<file path="src/rtl/wave_voice_sequencer_if.sv">
// Selection, generator and sink signals of the voice sequencer.
// master drives requests and samples; slave is the sequencer.
interface wave_voice_sequencer_if #(
  parameter int width_p = 24
);
  logic [3:0]               sel_i;
  logic                     sel_valid_i;
  logic                     sel_ready_o;
  logic [8:0]               gain_i;
  logic [3:0]               gen_ready_o;
  logic [3:0]               gen_valid_i;
  logic [4*width_p-1:0]     gen_data_i;
  logic signed [width_p-1:0] data_o;
  logic                     valid_o;
  logic                     ready_i;
  logic                     overrun_o;
  logic                     underrun_o;

  modport master (
    output sel_i, sel_valid_i, gain_i,
    output gen_valid_i, gen_data_i, ready_i,
    input  sel_ready_o, gen_ready_o,
    input  data_o, valid_o,
    input  overrun_o, underrun_o
  );

  modport slave (
    input  sel_i, sel_valid_i, gain_i,
    input  gen_valid_i, gen_data_i, ready_i,
    output sel_ready_o, gen_ready_o,
    output data_o, valid_o,
    output overrun_o, underrun_o
  );
endinterface

</file>
<file path="src/rtl/wave_voice_sequencer.sv">
// Sample-tick scheduler for four voices with click-free
// envelope ramps around every voice change, gain and stream out.
module wave_voice_sequencer #(
  parameter int width_p           = 24,
  parameter int clks_per_sample_p = 385,
  parameter int ramp_len_p        = 64
) (
  input logic clk_i,
  input logic reset_i,
  wave_voice_sequencer_if.slave bus
);
  localparam int cnt_w = $clog2(clks_per_sample_p);
  localparam int lg_w  = $clog2(ramp_len_p);
  localparam int env_w = lg_w + 1;
  localparam int p1_w  = width_p + env_w + 1;
  localparam int p2_w  = width_p + 10;
  localparam logic [cnt_w-1:0] cnt_last =
    cnt_w'(clks_per_sample_p - 1);
  localparam logic [env_w-1:0] env_full =
    env_w'(ramp_len_p);
  localparam logic [env_w-1:0] env_one = env_w'(1);

  typedef enum logic [1:0] {
    IDLE, RAMP_UP, PLAY, RAMP_DOWN
  } state_t;

  state_t state_q, state_d;
  logic [3:0] cur_q, cur_d;
  logic [3:0] pend_q, pend_d;
  logic [env_w-1:0] env_q, env_d;
  logic [cnt_w-1:0] cnt_q;
  logic tick, accept, hit;
  logic [3:0] code;
  logic signed [width_p-1:0] src, s1_q, s2_q;
  logic signed [p1_w-1:0] p1;
  logic signed [p2_w-1:0] p2;
  logic [8:0] gain_q;
  logic v1_q, v2_q;

  assign tick = (cnt_q == cnt_last);

  always_ff @(posedge clk_i or posedge reset_i)
    if (reset_i)   cnt_q <= '0;
    else if (tick) cnt_q <= '0;
    else           cnt_q <= cnt_q + 1'b1;

  // Anything that is not exactly one voice means mute.
  assign code = ($countones(bus.sel_i) == 1)
              ? bus.sel_i : 4'b0000;

  assign bus.sel_ready_o = (state_q == IDLE) ||
                           (state_q == PLAY);
  assign accept = bus.sel_valid_i & bus.sel_ready_o;
  assign bus.gen_ready_o = cur_q & {4{tick}};

  always_ff @(posedge clk_i or posedge reset_i)
    if (reset_i) begin
      state_q <= IDLE;
      cur_q   <= '0;
      pend_q  <= '0;
      env_q   <= '0;
    end else begin
      state_q <= state_d;
      cur_q   <= cur_d;
      pend_q  <= pend_d;
      env_q   <= env_d;
    end

  always_comb begin
    state_d = state_q;
    cur_d   = cur_q;
    pend_d  = pend_q;
    env_d   = env_q;
    unique case (state_q)
      IDLE:
        if (accept && code != 4'b0000) begin
          cur_d   = code;
          env_d   = '0;
          state_d = RAMP_UP;
        end
      RAMP_UP:
        if (tick) begin
          env_d = env_q + 1'b1;
          if (env_q + 1'b1 == env_full)
            state_d = PLAY;
        end
      PLAY:
        if (accept && code != cur_q) begin
          pend_d  = code;
          state_d = RAMP_DOWN;
        end
      RAMP_DOWN:
        if (tick) begin
          env_d = env_q - 1'b1;
          if (env_q == env_one) begin
            if (pend_q != 4'b0000) begin
              cur_d   = pend_q;
              state_d = RAMP_UP;
            end else begin
              cur_d   = '0;
              state_d = IDLE;
            end
          end
        end
      default: state_d = IDLE;
    endcase
  end

  always_comb begin
    src = '0;
    hit = 1'b0;
    unique case (1'b1)
      cur_q[0]: begin
        hit = bus.gen_valid_i[0];
        src = bus.gen_data_i[0*width_p +: width_p];
      end
      cur_q[1]: begin
        hit = bus.gen_valid_i[1];
        src = bus.gen_data_i[1*width_p +: width_p];
      end
      cur_q[2]: begin
        hit = bus.gen_valid_i[2];
        src = bus.gen_data_i[2*width_p +: width_p];
      end
      cur_q[3]: begin
        hit = bus.gen_valid_i[3];
        src = bus.gen_data_i[3*width_p +: width_p];
      end
      default: ;
    endcase
    if (!hit) src = '0;
  end

  assign p1 = $signed(p1_w'(src)) *
              $signed(p1_w'({1'b0, env_q}));
  assign p2 = $signed(p2_w'(s1_q)) *
              $signed(p2_w'({1'b0, gain_q}));

  always_ff @(posedge clk_i or posedge reset_i)
    if (reset_i) begin
      s1_q   <= '0;
      gain_q <= '0;
      v1_q   <= 1'b0;
      s2_q   <= '0;
      v2_q   <= 1'b0;
    end else begin
      v1_q <= tick;
      v2_q <= v1_q;
      if (tick) begin
        s1_q   <= width_p'(p1 >>> lg_w);
        gain_q <= (bus.gain_i > 9'd256) ? 9'd256
                                        : bus.gain_i;
      end
      if (v1_q) s2_q <= width_p'(p2 >>> 8);
    end

  always_ff @(posedge clk_i or posedge reset_i)
    if (reset_i) begin
      bus.data_o     <= '0;
      bus.valid_o    <= 1'b0;
      bus.overrun_o  <= 1'b0;
      bus.underrun_o <= 1'b0;
    end else begin
      if (v2_q) begin
        bus.data_o  <= s2_q;
        bus.valid_o <= 1'b1;
        if (bus.valid_o && !bus.ready_i)
          bus.overrun_o <= 1'b1;
      end else if (bus.ready_i) begin
        bus.valid_o <= 1'b0;
      end
      if (tick && cur_q != 4'b0000 && !hit)
        bus.underrun_o <= 1'b1;
    end
endmodule

</file>
<file path="src/flat_wrapper.sv">
// flat-port wrapper written by rule: the top's interface ports become plain ports
module wave_voice_sequencer_flat 
#(
  parameter int width_p           = 24,
  parameter int clks_per_sample_p = 385,
  parameter int ramp_len_p        = 64
)
  (clk_i, reset_i, bus_sel_i, bus_sel_valid_i, bus_gain_i, bus_gen_valid_i, bus_gen_data_i, bus_ready_i, bus_sel_ready_o, bus_gen_ready_o, bus_data_o, bus_valid_o, bus_overrun_o, bus_underrun_o);
  wave_voice_sequencer_if #(.width_p(width_p)) bus_i ();
  input logic clk_i;
  input logic reset_i;
  input wire logic [$bits(bus_i.sel_i)-1:0] bus_sel_i;
  input wire logic [$bits(bus_i.sel_valid_i)-1:0] bus_sel_valid_i;
  input wire logic [$bits(bus_i.gain_i)-1:0] bus_gain_i;
  input wire logic [$bits(bus_i.gen_valid_i)-1:0] bus_gen_valid_i;
  input wire logic [$bits(bus_i.gen_data_i)-1:0] bus_gen_data_i;
  input wire logic [$bits(bus_i.ready_i)-1:0] bus_ready_i;
  output wire logic [$bits(bus_i.sel_ready_o)-1:0] bus_sel_ready_o;
  output wire logic [$bits(bus_i.gen_ready_o)-1:0] bus_gen_ready_o;
  output wire logic [$bits(bus_i.data_o)-1:0] bus_data_o;
  output wire logic [$bits(bus_i.valid_o)-1:0] bus_valid_o;
  output wire logic [$bits(bus_i.overrun_o)-1:0] bus_overrun_o;
  output wire logic [$bits(bus_i.underrun_o)-1:0] bus_underrun_o;
  assign bus_i.sel_i = bus_sel_i;
  assign bus_i.sel_valid_i = bus_sel_valid_i;
  assign bus_i.gain_i = bus_gain_i;
  assign bus_i.gen_valid_i = bus_gen_valid_i;
  assign bus_i.gen_data_i = bus_gen_data_i;
  assign bus_i.ready_i = bus_ready_i;
  assign bus_sel_ready_o = bus_i.sel_ready_o;
  assign bus_gen_ready_o = bus_i.gen_ready_o;
  assign bus_data_o = bus_i.data_o;
  assign bus_valid_o = bus_i.valid_o;
  assign bus_overrun_o = bus_i.overrun_o;
  assign bus_underrun_o = bus_i.underrun_o;
  wave_voice_sequencer #(.width_p(width_p), .clks_per_sample_p(clks_per_sample_p), .ramp_len_p(ramp_len_p)) u_core (.clk_i(clk_i), .reset_i(reset_i), .bus(bus_i));
endmodule
</file>
<file path="config.mk">
export PLATFORM = sky130hd
export DESIGN_NAME = wave_voice_sequencer_flat
export DESIGN_NICKNAME = d
export VERILOG_FILES = /design/src/rtl/wave_voice_sequencer_if.sv /design/src/rtl/wave_voice_sequencer.sv /design/src/flat_wrapper.sv
export SDC_FILE = /design/constraint.sdc
export NUM_CORES = 1
export LEC_CHECK = 0
export ABC_AREA = 1
export CAP_MARGIN = 5
export CORE_MARGIN = 2
export CORE_UTILIZATION = 55
export CTS_CLUSTER_SIZE = 28
export DETAILED_ROUTE_END_ITERATION = 8
export PLACE_DENSITY = 0.74
export SETUP_SLACK_MARGIN = 0.4
export SLEW_MARGIN = 20
export SYNTH_ARGS = -nofsm -noshare
export SYNTH_HDL_FRONTEND = slang
export SYNTH_SLANG_ARGS = --single-unit
</file>
<file path="constraint.sdc">
create_clock -name clk_i -period 5.6 [get_ports clk_i]
set_input_delay 1.12 -clock clk_i [delete_from_list [all_inputs] [get_ports clk_i]]
set_output_delay 1.12 -clock clk_i [all_outputs]
set_load 0.05 [all_outputs]
</file>
==> metrics.md, run 1 <==
| Metric | Value |
|---|---|
| Maximum clock path buffer count | 2 |
| Post-synth EDFFs | 0 |
| CP Launch Point | bus_gen_data_i[57] |
| Most frequent cells in the layout | 544 x nand2_1, 535 x inv_1, 283 x fa_1 |
| Initial cell density of the core | 55.68% |
| Power Internal | 5.106 mW |
| Switching Fraction | 48.10% |
| Synth Instances | 2562 |
| Critical path capture point type | flip-flop |
| DRT Wirelength | 58830 µm |
| Die Y | 190.5 µm |
| Vias in the first global route | 18730 |
| Worst-Skew Late Latency | 0.38 ns |
| Post-route clock period utilization | 95.03% |
| Commonest non-fill, non-tap cell in the layout | nand2_1 |
| Seq pwr share | 8.3% |
| Post-DP Area | 0.02275 mm² |
| Final Hold Vio Count | 0 |
| Fill cells | 2530 |
| Number of port buffers | 148 |
| Worst Setup EP | u_core.s1_q[21]$_DFFE_PP0P_ |
| Net Sw Power | 4.732 mW |
| Asr flop ratio synth | 100.0% |
| Nets | 3480 |
| Lkg Pwr | 13.41 nW |
| Multi-input gate area | 0.01561 mm² |
| Sequential share of the synthesized area | 14.64% |
| WS Path Type | in2reg |
| GPL Wtd Cong | 0.9842 |
| Total track usage | 31.96% |
| Global route overflow | 0 |
| Fmax | 0.1879 GHz |
| Most used cell, CP | nand2_1 |
| Root Driver | clkbuf_16 |
| Seq. cell area | 0.002830 mm² |
| Sequence of cells on the critical path | dlygate4sd2_1 -> a22o_1 -> a221oi_2 -> nor2_2 -> buf_4 -> nand2_2 -> fa_1 -> fa_1 -> fa_1 -> fa_1 -> inv_2 -> ha_4 -> nand2_1 -> nor2_2 -> inv_2 -> buf_4 -> nor4_4 -> nand2_1 -> nand2_1 -> nand2_1 -> nand3_1 -> nand2_1 |
| Synth Register Bits | 112 |
| Antenna diodes | 0 |
| Top Ports | 149 |
| Detailed-route vias per instance | 5.366 |
| Reg2Reg Setup Slack | 0.39 ns |
| Rel. slew slack | 42.54% |
| Core region area | 0.03437 mm² |
| Ys Warns | 0 |
| Clock power share | 7.2% |
| Max Cap Violations | 0 |
| Number of CTS-inserted buffers | 9 |
| Slew Limit Fails | 0 |
| Reg-to-reg startpoint | u_core.gain_q[2]$_DFFE_PP0P_ |
| Crit path time final | 5.322 ns |
| FF-to-FF path depth | 22 |
| Gate power share | 84.5% |
| Dpl hpwl | 45190 µm |
| Post-Syn Area | 0.01914 mm² |
| Final worst slack | 0.2783 ns |
| DR iter-0 viols | 1331 |
| Crit path launch type | input pin |
| Die area | 0.03631 mm² |
| Setup Total Neg Slack | 0 ns |
| Reg-to-Reg End | u_core.s2_q[23]$_DFFE_PP0P_ |
| Max Clock Skew | 0.01299 ns |
| Mean Syn Cell Area | 7.471 µm² |
| First-pass DRT Iterations | 5 |
| Synth cell types | 49 |
| Crit path buf inv count | 5 |
| Pin count of the biggest net entering global routing | 46 |
| Pre-CTS setup slack | -0.6411 ns |
| Top_reg_cell synth | dfrtp_1 |
| Hold slack final | 0.4640 ns |
| Die X | 190.5 µm |
| Status | completed |
| Setup Viol. Count Final | 0 |
| Post-DR wirelength/cell | 17.32 µm |
| Rows | 68 |
| Clk sink count | 112 |
| Via count | 18230 |
| Initial antenna violation count | 0 |
| H-tree lvl count | 3 |
| Peak VDD IR | 329.7 µV |
| Clock transition at the registers of the reported paths | 0.08 ns |
| Net Count, Synth | 3105 |
| Crit-path slowest cell | fa_1 |
| Worst Path Max Fanout | 5 |
| Worst path top cell family by delay | adder cells |
| RSZ-0062 raised after global routing | yes |
| CTS tree | built |
| Area grow syn2layout | 34.65% |
| Pwr dens | 381.7 mW/mm² |
| WP depth | 22 |
| Antenna Nets Post-Route | 0 |
| CP max stage delay | 0.54 ns |
| Global-route wire length before repair | 91870 µm |
| DRC errors left | 0 |
| Worst EP required | 5.87 ns |
| Crit path arrival time | 5.59 ns |
| Worst slew pin tran | 0.8609 ns |
| Layout cells sized above 1 | 26.14% |
| Worst Hold Class | reg2reg |
| Final Cell Area | 0.02577 mm² |
## registers in the layout, indices dropped and copies added, names as in the netlist
name,flops
u_core.bus.data_o,24
u_core.s1_q,24
u_core.s2_q,24
u_core.cnt_q,9
u_core.gain_q,9
u_core.env_q,7
u_core.cur_q,4
u_core.pend_q,4
u_core.state_q,2
u_core.bus.overrun_o,1
u_core.bus.underrun_o,1
u_core.bus.valid_o,1
u_core.v1_q,1
u_core.v2_q,1
## synthesized netlist by cell type (5+ instances only)
cell / number / area [µm²]
a21oi_1: 66 / 330.3
a221oi_1: 16 / 140.1
a22o_1: 28 / 245.2
a31oi_1: 21 / 131.4
buf_1: 5 / 18.77
buf_2: 9 / 45.04
buf_4: 5 / 37.54
clkbuf_1: 79 / 296.5
clkinv_1: 8 / 30.03
dfrtp_1: 112 / 2803
fa_1: 291 / 5826
ha_1: 135 / 1689
inv_1: 599 / 2248
nand2_1: 603 / 2263
nand2_2: 14 / 87.58
nand3_1: 84 / 420.4
nand3b_1: 5 / 37.54
nand4_1: 14 / 87.58
nor2_1: 243 / 912.1
nor3_1: 20 / 100.1
nor4_1: 10 / 62.56
o211ai_1: 8 / 60.06
o21ai_0: 85 / 425.4
o21ai_1: 10 / 50.05
o21bai_1: 11 / 82.58
or2_2: 8 / 50.05
xnor2_1: 19 / 166.4
xor2_1: 17 / 148.9
## power groups by stage
stage	logic [mW]	registers [mW]	clock network [mW]
after floorplan	3.50	0.831	0
after global placement	5.79	0.832	0
after detailed placement	5.88	0.831	0
after CTS	6.88	0.816	0.718
after global routing	8.99	0.816	0.748
final	8.31	0.816	0.708
## routing by layer
| metal | GRT usage, % | share of wire [%] |
|---|---|---|
| met3 | 5.355 | 6.6 |
| met4 | 10.88 | 3.4 |
| met5 | 0 | 0 |
| met1 | 41.56 | 40 |
| met2 | 54.24 | 50 |
## cells by family after synthesis
family	synth area share, %
AO/OA/AOI/OAI	8.734
XOR/XNOR	1.647
adder cells (fa/ha/maj)	39.26
buffers and inverters	14.04
flip-flops	14.64
AND/OR/NAND/NOR	21.67
## worst min path at each step
stage                                                    to  cells past startpoint                               from  slack (ns)
after floorplan                       u_core.v2_q$_DFF_PP0_                      0              u_core.v1_q$_DFF_PP0_        0.40
after global placement    u_core.bus.data_o[19]$_DFFE_PP0P_                      2  u_core.bus.data_o[19]$_DFFE_PP0P_        0.45
after detailed placement  u_core.bus.data_o[11]$_DFFE_PP0P_                      2  u_core.bus.data_o[11]$_DFFE_PP0P_        0.46
after CTS                  u_core.bus.data_o[8]$_DFFE_PP0P_                      2         u_core.s2_q[8]$_DFFE_PP0P_        0.47
after global routing       u_core.bus.data_o[8]$_DFFE_PP0P_                      2         u_core.s2_q[8]$_DFFE_PP0P_        0.48
final                      u_core.bus.data_o[8]$_DFFE_PP0P_                      2         u_core.s2_q[8]$_DFFE_PP0P_        0.46
## worst reg2reg max path, stage by stage, from the launching register on
cell	delay [ns]
dfrtp_2	0.46
buf_12	0.15
clkbuf_16	0.16
nand2_4	0.08
inv_4	0.04
fa_1	0.50
buf_6	0.16
buf_4	0.13
fa_1	0.53
inv_1	0.06
fa_1	0.46
fa_1	0.50
inv_1	0.05
fa_1	0.46
ha_1	0.31
inv_1	0.13
nor3_2	0.06
buf_4	0.13
a211oi_2	0.19
o211ai_1	0.14
or2_4	0.27
nand3_4	0.08
nand2_1	0.06
## stage by stage
| stage | total power [mW] | cells | util [%] |
|---|---|---|---|
| global route | 10.56 | 3397 | 74.97 |
| global placement | 6.622 | 3299 | 66.18 |
| floorplan | 4.332 | 2562 | - |
| CTS | 8.410 | 3361 | 70.46 |
| finish | 9.838 | 3397 | 74.97 |
| detailed placement | 6.716 | 3299 | 66.18 |
## area by class of cell
cell class	count	share of cell area (%)
Sequential cell	112	10.98
Timing Repair Buffer	462	16.03
Clock buffer	10	0.8885
Multi-Input combinational cell	1742	60.58
Clock inverter	6	0.3253
Inverter	610	8.982
Tap cell	455	2.209
## timing repair
action | CTS | global route
endpoints found under the setup margin | 31 | 42
pin swaps | 145 | 167
gates cloned | 1 | 2
hold buffers | 0 | 0
gates resized for setup | 321 | 344
setup buffers | 45 | 34
No activity file was read; power rests on OpenSTA's default activity.
==> inputs of run 2 (changes only) <==
RECOVER_POWER = 100   (was default)
==> run 2 against run 1 <==
- the flow now finishes with violations (capacitance limit, slew limit)
- cell area is 0.47% lower
- sequential share of layout area about the same
- fmax fell by 0.26%
- hold slack improved by 0.00089 ns
- cell count is the same
- wire length is essentially flat
- largest cell class unchanged
- highest routed layer unchanged
==> metrics.md, run 2 (synthesis gave the netlist of run 1 again) <==
| Metric | Value |
|---|---|
| Worst slew pin tran | 2.067 ns (+1.206 ns) |
| Crit path buf inv count | 7 (+2) |
| Power Total | 9.758 mW (-0.81%) |
| Die Y | 190.5 µm (unchanged) |
| Worst Path Max Fanout | 4 (-1) |
| Pre-CTS setup slack | -0.6411 ns (unchanged) |
| Post-route clock period utilization | 95.28% (+0.25 points) |
| Failing checks | capacitance limit, slew limit |
| Root Driver | clkbuf_16 |
| Setup Total Neg Slack | 0 ns (unchanged) |
| Worst path top cell family by delay | adder cells |
| Hold depth | 2 (unchanged) |
| Final Hold Vio Count | 0 (unchanged) |
| Leading registers by flop count | u_core.bus.data_o x24, u_core.s1_q x24, u_core.s2_q x24 |
| Reg-to-Reg End | u_core.s2_q[23]$_DFFE_PP0P_ |
| Final worst slack | 0.2644 ns (-0.01389 ns) |
| Crit path time final | 5.336 ns (+0.01389 ns) |
| Min-Delay Endpoint | u_core.bus.data_o[8]$_DFFE_PP0P_ |
| Pwr dens | 380.4 mW/mm² (-0.35%) |
| Area grow syn2layout | 34.02% |
| Max Clock Skew | 0.01338 ns (+0.0003915 ns) |
| Maximum clock path buffer count | 2 (unchanged) |
| Detailed-route vias per instance | 5.366 (about the same) |
| RSZ-0062 raised after global routing | yes |
| Reg-to-reg startpoint | u_core.gain_q[1]$_DFFE_PP0P_ |
| Max Cap Violations | 5 (+5) |
| Post-DR wirelength/cell | 17.30 µm (about the same) |
| GPL Wtd Cong | 0.9842 (unchanged) |
| Slew Limit Fails | 185 (+185) |
| Setup Viol. Count Final | 0 (unchanged) |
| Commonest non-fill, non-tap cell in the layout | nand2_1 |
| Initial antenna violation count | 0 (unchanged) |
| WS Path Type | in2reg |
| Nets | 3480 (unchanged) |
| Die area | 0.03631 mm² (unchanged) |
| Status | complete, but fails checks |
| Antenna diodes | 0 (unchanged) |
| Dpl hpwl | 45190 µm (unchanged) |
| CTS tree | built |
| Core region area | 0.03437 mm² (unchanged) |
| Initial cell density of the core | 55.68% (unchanged) |
| Global-route wire length before repair | 91870 µm (unchanged) |
| Fill cells | 2545 (+0.59%) |
| H-tree lvl count | 3 (unchanged) |
| Total track usage | 31.96% (unchanged) |
| Clock transition at the registers of the reported paths | 0.08 ns (about the same) |
| Layout cells sized above 1 | 25.19% (-0.95 points) |
| Reg2Reg Setup Slack | 0.31 ns (-0.08 ns) |
| Hold_buf cts | 0 (unchanged) |
| Antenna Nets Post-Route | 0 (unchanged) |
| First-pass DRT Iterations | 6 (+1) |
| Clk sink count | 112 (unchanged) |
| Number of CTS-inserted buffers | 9 (unchanged) |
| Worst Hold Class | reg2reg |
| Rel. slew slack | -37.78% (-80 points) |
| Most frequent cells in the layout | 553 x nand2_1, 536 x inv_1, 283 x fa_1 |
| Crit-path slowest cell | fa_1 |
| Critical path capture point type | flip-flop |
| Global route overflow | 0 (unchanged) |
| CP max stage delay | 0.56 ns (+0.02 ns) |
| Rows | 68 (unchanged) |
| Worst EP required | 5.86 ns (about the same) |
| DRT Wirelength | 58780 µm (about the same) |
| DRC errors left | 0 (unchanged) |
| DR iter-0 viols | 1260 (-5.3%) |
| Die X | 190.5 µm (unchanged) |
| Most used cell, CP | nand2_1 |
| Crit path arrival time | 5.59 ns (about the same) |
| Lkg Pwr | 13.49 nW (+0.58%) |
| Fmax | 0.1874 GHz (-0.26%) |
| Peak VDD IR | 326.6 µV (-0.94%) |
| Via count | 18230 (+0.0055%) |
| Hold slack final | 0.4649 ns (+0.0008860 ns) |
| Worst-Skew Late Latency | 0.38 ns (about the same) |
| FF-to-FF path depth | 22 (unchanged) |
| Vias in the first global route | 18730 (unchanged) |
| Number of port buffers | 148 (unchanged) |
| Hold Path Origin | u_core.s2_q[8]$_DFFE_PP0P_ |
| Pin count of the biggest net entering global routing | 46 (unchanged) |
| Crit path launch type | input pin |
| Top Ports | 149 (unchanged) |
## run 2: cell count changes in the layout (fill, tap and decap cells not counted), moves of 2 or more
cell	delta
buf_4	-7
nor3_1	+2
a21oi_2	-3
clkbuf_1	+5
a21oi_1	+3
nand2_2	-8
clkdlybuf4s50_1	-34
nand3_2	-2
nand3_1	+2
nand2_1	+9
nor2_1	+2
nor2_2	-2
clkbuf_4	+2
dlygate4sd3_1	+34
## run 2: cell type report
type	count	area (µm²)	share of cell area (%)
timing repair buffer	462	4113	16.03
tap	455	569.3	2.219
multi-input combinational	1742	15510	60.48
clock inverter	6	83.83	0.3268
sequential	112	2829	11.03
clock buffer	10	229.0	0.8926
inverter	610	2313	9.019
## run 2: per-stage QoR
stage	util (%)	std cells	cell area (µm²)
detailed placement	66.18	3299	22750
floorplan	-	2562	19270
global placement	66.18	3299	22750
CTS	70.46	3361	24220
finish	74.63	3397	25650
global route	74.63	3397	25650
## run 2: metal layers
metal,wire (µm),track usage (%)
met1,23470,41.56
met4,2033,10.88
met5,0,0
met3,3963,5.355
met2,29320,54.24
## run 2: worst min-delay path, stage by stage (launching register included)
cell     delay, ns
dfrtp_1       0.34
nand2_1       0.05
nand2_1       0.05
## run 2: where the power goes
part | internal (mW) | leakage (nW) | switching [mW]
Combinational | 3.90 | 12.0 | 4.34
Clock | 0.359 | 0.152 | 0.347
Sequential | 0.813 | 1.31 | 0.00323
Total | 5.07 | 13.5 | 4.69
## run 2: repair_timing
item | in CTS | in global routing
gates cloned | 1 | 2
setup endpoints to repair | 31 | 42
resized for setup | 321 | 344
buffers inserted | 45 | 34
pin swaps | 145 | 167
## run 2: worst max path at each step
| stage | start | to | slack, ns | cells past startpoint |
|---|---|---|---|---|
| after floorplan | bus_gen_valid_i[0] | u_core.s1_q[10]$_DFFE_PP0P_ | 0.37 | 25 |
| after detailed placement | bus_gen_valid_i[1] | u_core.s1_q[19]$_DFFE_PP0P_ | -0.64 | 24 |
| after global placement | bus_gen_valid_i[0] | u_core.s1_q[19]$_DFFE_PP0P_ | -0.55 | 24 |
| final | bus_gen_data_i[28] | u_core.s1_q[19]$_DFFE_PP0P_ | 0.26 | 25 |
| after CTS | bus_gen_data_i[44] | u_core.s1_q[23]$_DFFE_PP0P_ | 0.25 | 21 |
| after global routing | bus_gen_data_i[76] | u_core.s1_q[10]$_DFFE_PP0P_ | 0.08 | 25 |
